### src/rtl/hazard_fwd_ctrl.sv
// Hazard controller for the 5-stage pipeline: operand forwarding selects, load-use and MDU
// stalls, and branch flush, driven from ID decode plus a shadow scoreboard of EX/MEM dests.
module hazard_fwd_ctrl #(
    parameter int MD_LAT = 32,
    parameter int CNT_W  = 6
) (
    input  logic       clk,
    input  logic       rst,
    input  logic [4:0] iRs,
    input  logic [4:0] iRt,
    input  logic       iUseRs,
    input  logic       iUseRt,
    input  logic       iWen,
    input  logic [4:0] iRd,
    input  logic       iIsLoad,
    input  logic       iMdStart,
    input  logic       iRdHiLo,
    input  logic       iBranchTaken,
    output logic [1:0] oFwdA,
    output logic [1:0] oFwdB,
    output logic       oStall,
    output logic       oFlush,
    output logic       oMdBusy
);

    typedef enum logic {MD_IDLE, MD_BUSY} md_state_e;

    logic             ex_wen_q, ex_load_q, mem_wen_q;
    logic [4:0]       ex_rd_q, mem_rd_q;
    logic [1:0]       fwd_a_q, fwd_a_d, fwd_b_q, fwd_b_d;
    md_state_e        md_state_q, md_state_d;
    logic [CNT_W-1:0] md_cnt_q, md_cnt_d;
    logic             ldu, mdhaz, issue;

    // Youngest producer wins; a load still in EX cannot forward (its data appears after MEM).
    function automatic logic [1:0] fwd_sel(input logic use_src, input logic [4:0] src,
                                           input logic exw, input logic [4:0] exr,
                                           input logic exl, input logic mw,
                                           input logic [4:0] mr);
        logic [1:0] sel;
        sel = 2'b00;
        if (use_src && (src != 5'd0)) begin
            if (exw && (exr == src) && !exl)
                sel = 2'b01;
            else if (mw && (mr == src))
                sel = 2'b10;
        end
        return sel;
    endfunction

    assign oMdBusy = (md_state_q == MD_BUSY);
    assign oFwdA   = fwd_a_q;
    assign oFwdB   = fwd_b_q;

    always_comb begin
        ldu    = ex_wen_q && ex_load_q && (ex_rd_q != 5'd0) &&
                 ((iUseRs && (iRs == ex_rd_q)) || (iUseRt && (iRt == ex_rd_q)));
        mdhaz  = oMdBusy && (iRdHiLo || iMdStart);
        oStall = (ldu || mdhaz) && !iBranchTaken;
        oFlush = iBranchTaken;
        issue  = !oStall && !iBranchTaken;
        fwd_a_d = 2'b00;
        fwd_b_d = 2'b00;
        if (issue) begin
            fwd_a_d = fwd_sel(iUseRs, iRs, ex_wen_q, ex_rd_q, ex_load_q, mem_wen_q, mem_rd_q);
            fwd_b_d = fwd_sel(iUseRt, iRt, ex_wen_q, ex_rd_q, ex_load_q, mem_wen_q, mem_rd_q);
        end
    end

    // MDU occupancy counter keeps running through stalls and flushes.
    always_comb begin
        md_state_d = md_state_q;
        md_cnt_d   = md_cnt_q;
        case (md_state_q)
            MD_IDLE: begin
                if (iMdStart && issue) begin
                    md_state_d = MD_BUSY;
                    md_cnt_d   = CNT_W'(MD_LAT);
                end
            end
            MD_BUSY: begin
                md_cnt_d = md_cnt_q - CNT_W'(1);
                if (md_cnt_q == CNT_W'(1))
                    md_state_d = MD_IDLE;
            end
            default: md_state_d = MD_IDLE;
        endcase
    end

    always_ff @(posedge clk or posedge rst) begin
        if (rst) begin
            ex_wen_q   <= 1'b0;
            ex_load_q  <= 1'b0;
            mem_wen_q  <= 1'b0;
            fwd_a_q    <= 2'b00;
            fwd_b_q    <= 2'b00;
            md_state_q <= MD_IDLE;
            md_cnt_q   <= '0;
        end else begin
            ex_wen_q   <= iWen && issue;
            ex_load_q  <= iIsLoad;
            mem_wen_q  <= ex_wen_q;
            fwd_a_q    <= fwd_a_d;
            fwd_b_q    <= fwd_b_d;
            md_state_q <= md_state_d;
            md_cnt_q   <= md_cnt_d;
        end
    end

    // Destination tags are only meaningful when the matching wen bit is set.
    always_ff @(posedge clk) begin
        ex_rd_q  <= iRd;
        mem_rd_q <= ex_rd_q;
    end

endmodule

### config.mk
export PLATFORM = sky130hd
export DESIGN_NAME = hazard_fwd_ctrl
export DESIGN_NICKNAME = d
export VERILOG_FILES = /design/src/rtl/hazard_fwd_ctrl.sv
export SDC_FILE = /design/constraint.sdc
export NUM_CORES = 1
export LEC_CHECK = 0
export ABC_CLOCK_PERIOD_IN_PS = 3000
export BUFFER_PORTS_ARGS = -buffer_cell sky130_fd_sc_hd__buf_2
export CORE_UTILIZATION = 46
export DETAILED_ROUTE_END_ITERATION = 8
export MAX_ROUTING_LAYER = met4
export PLACE_DENSITY_LB_ADDON = 0.15
export SLEW_MARGIN = 40
export SYNTH_ARGS = -nofsm -noshare
export SYNTH_HDL_FRONTEND = slang
export SYNTH_SLANG_ARGS = --single-unit
### constraint.sdc
create_clock -name clk -period 3 [get_ports clk]
set_clock_uncertainty 0.1 [all_clocks]
set_input_delay 0.6 -clock clk [delete_from_list [all_inputs] [get_ports clk]]
set_output_delay 0.6 -clock clk [all_outputs]
set_load 0.02 [all_outputs]
==> metrics.md <==
| Metric | Value |
|---|---|
| Number of iterations in the first detailed-routing pass | `4` |
| Fillers | `210` |
| Routed len/inst | `roughly 12 um` |
| Fin crit period | `2.68 ns` |
| Period Utilization, post-route | `0.893` |
| Main synth FF type | `dfrtp_1` |
| Sum Neg Setup Slack | `0 ns` |
| Unrepaired setup endpoints after global routing | `no` |
| Worst-Skew Late Latency | `0.31 ns` |
| CTS tree | `yes` |
| Post-CTS Hold Fix Bufs | `0` |
| Rel. slew slack | `0.606` |
| # rows | `17` |
| Core region area | `between 2000 and 2500 um^2` |
| Clk sinks | `24` |
| Total GRT Usage | `0.185` |
| Final nets | `between 150 and 200` |
| Post-synth EDFFs | `0` |
| CP startpoint kind | `flop` |
| Largest net degree at the start of global routing | `15` |
| Distinct cells, synth | `27` |
| Status | `finished, final reports clean` |
| Die area | `2590 um^2` |
| Tightest Hold Check Type | `input port to async pin` |
| Cells after DPL | `159` |
| Share of total power in combinational logic | `0.270` |
| Most frequent cells in the layout | `30 x buf_2, 16 x xor2_1, 14 x dfrtp_1, 10 x dfxtp_1` |
| WL final | `2030 um` |
| Non-filler instance count after layout | `between 150 and 200` |
| Post-CTS Setup Inserts | `0` |
| Mapped Nets | `128` |
| DRC errors left | `0` |
| Post-Syn Area | `1100 um^2` |
| Number of vias per cell | `5.17` |
| WS Path Type | `flop to primary output` |
| Bufs on Longest Clock Path | `2` |
| Pwr dens | `629 nW/um^2` |
| Flop2flop setup slack | `0.74 ns` |
| Setup-failing EPs final | `0` |
| Synth area leaders | `dfrtp_1 32%, dfxtp_1 18%, xor2_1 13%` |
| Initial antenna violation count | `0` |
| I/O pin count | `31` |
| Die H | `50.9 um` |
| Sw Share | `0.317` |
| Max-Cap Viols | `0` |
| Commonest non-fill, non-tap cell in the layout | `buf_2` |
| Num CTS Buffers | `3` |
| Post-detail-place hpwl | `1650 um` |
| Async set-reset flop share out of synthesis | `0.583` |
| Syn. warnings | `0` |
| Pint | `0.567 mW` |
| Starting Density | `0.493` |
| H-tree Lvls | `1` |
| Area Overhead vs Synth | `19.8%` |
| Initial DRC Count | `10` |
| Worst slew pin tran | `0.586 ns` |
| Post-route ant nets | `0` |
| Hold WS | `0.199 ns` |
| Cts repair resizes | `0` |
| Fin. Hold Viols | `0` |
| Via count | `843` |
| N_diodes | `0` |
| Top cell type's share of synthesized area | `0.318` |
| Leakage | `0.597 nW` |
| Layout cells sized above 1 | `0.289` |
| Worst EP required | `2.30 ns` |
| Cells after Synth | `102` |
| WP data arrival | `1.98 ns` |
| Clock share of power | `0.198` |
| Root buffer cell | `clkbuf_4` |
| Fin. max-slew vios | `0` |
| CTS clk-pin slew, worst paths | `around 0.13 ns` |
| CP max FO | `4` |
| Avg Cell Area, Syn | `~11 um^2` |
| Horiz. Die Dim | `50.9 um` |
| Global-route wire length before repair | `3360 um` |
| Synthesized flop and latch total | `24` |
| FMAX | `373 MHz` |
| Gr ovfl total | `0` |
| Sequential-to-total area share from yosys stat | `0.500` |
| Net load switching power | `0.263 mW` |
| Area leader, netlist | `dfrtp_1` |
| Peak supply drop | `0.434 mV` |
| Vias in the first global route | `approximately 750` |
| Number of port buffers | `30` |
| FF/Latch Area | `551 um^2` |
| Multi-input gate area | `524 um^2` |
| Routability cong. | `0.788` |
| Type of destination of the critical path | `primary output` |
| Reg power frac | `0.533` |
-- worst paths after layout --
| path | startpoint | to | depth (start not counted) |
|---|---|---|---|
| hold reg to reg | ex_rd_q[3]$_DFF_P_ | mem_rd_q[3]$_DFF_P_ | 0 |
| setup / recovery | ex_rd_q[1]$_DFF_P_ | oStall | 6 |
| setup reg to reg | ex_rd_q[1]$_DFF_P_ | oFwdB[1]$_DFF_PP0_ | 6 |
| min in group clk | iRd[1] | ex_rd_q[1]$_DFF_P_ | 1 |
| hold / removal | rst | ex_wen_q$_DFF_PP0_ | 2 |
| max in group asynchronous | rst | md_cnt_q[1]$_DFFE_PP0P_ | 2 |
-- area by class of cell --
cell class,instances,share of cell area
Tap cell,28,0.0266
Sequential cell,24,0.417
Timing Repair Buffer,31,0.120
Inverter,4,0.0114
Clock buffer,4,0.0275
Multi-Input combinational cell,72,0.398
-- synthesized netlist by cell type, types with 3 or more instances --
library cell and number:
nor3_1 8, xor2_1 16, dfxtp_1 10, nand4_1 3
dfrtp_1 14, xnor2_1 9, or4_1 3, nor4_1 3
inv_1 4, nor2_1 9
-- cell families after synthesis --
group | count (synthesis) | share of synthesized area
and+or+nand+nor | 40 | 0.225
adders and majority gates | 2 | 0.0227
AOI/OAI and AO/OA | 5 | 0.0295
xor gates and xnor gates | 25 | 0.199
buffers and inverters | 6 | 0.0239
DFF | 24 | 0.500
-- power by group through the flow --
stage	Clock, mW	Sequential (mW)	Combinational, mW
after floorplan	0	0.432	0.178
after global placement	0	0.447	0.219
after detailed placement	0	0.450	0.226
after CTS	0.172	0.443	0.228
after global routing	0.185	0.451	0.255
final	0.164	0.442	0.224
-- per-stage QoR --
step / power, mW / worst slack [ns] / util / instance area (um^2)
after global placement: 0.667 / 0.600 / 0.574 / 1280
final: 0.830 / 0.320 / 0.590 / 1320
after global routing: 0.891 / 0.217 / 0.590 / 1320
after detailed placement: 0.676 / 0.596 / 0.574 / 1280
after floorplan: 0.610 / 0.610 / - / 1100
after CTS: 0.842 / 0.313 / 0.590 / 1320
-- registers in the layout (all words and copies together) (netlist names), 2 cells and up --
register / cells
md_cnt_q: 6
ex_rd_q: 5
oFwdA: 2
mem_rd_q: 5
oFwdB: 2
-- layer usage --
metal / wire (um) / up-vias / global-route usage
li1: - / 422 / -
met2: 918 / 32 / 0.265
met4: 46 / 0 / 0.111
met1: 958 / 385 / 0.241
met3: 104 / 4 / 0.0357
met5: 0 / - / -
-- worst max-delay path, stage by stage, from the launching register on --
cell and delay (ns):
dfxtp_1 0.37, or4_1 0.54, nor2_1 0.15, and4b_4 0.24
nor3_1 0.17, nor2_1 0.05, buf_2 0.15
(Power assumes the default switching activity.)
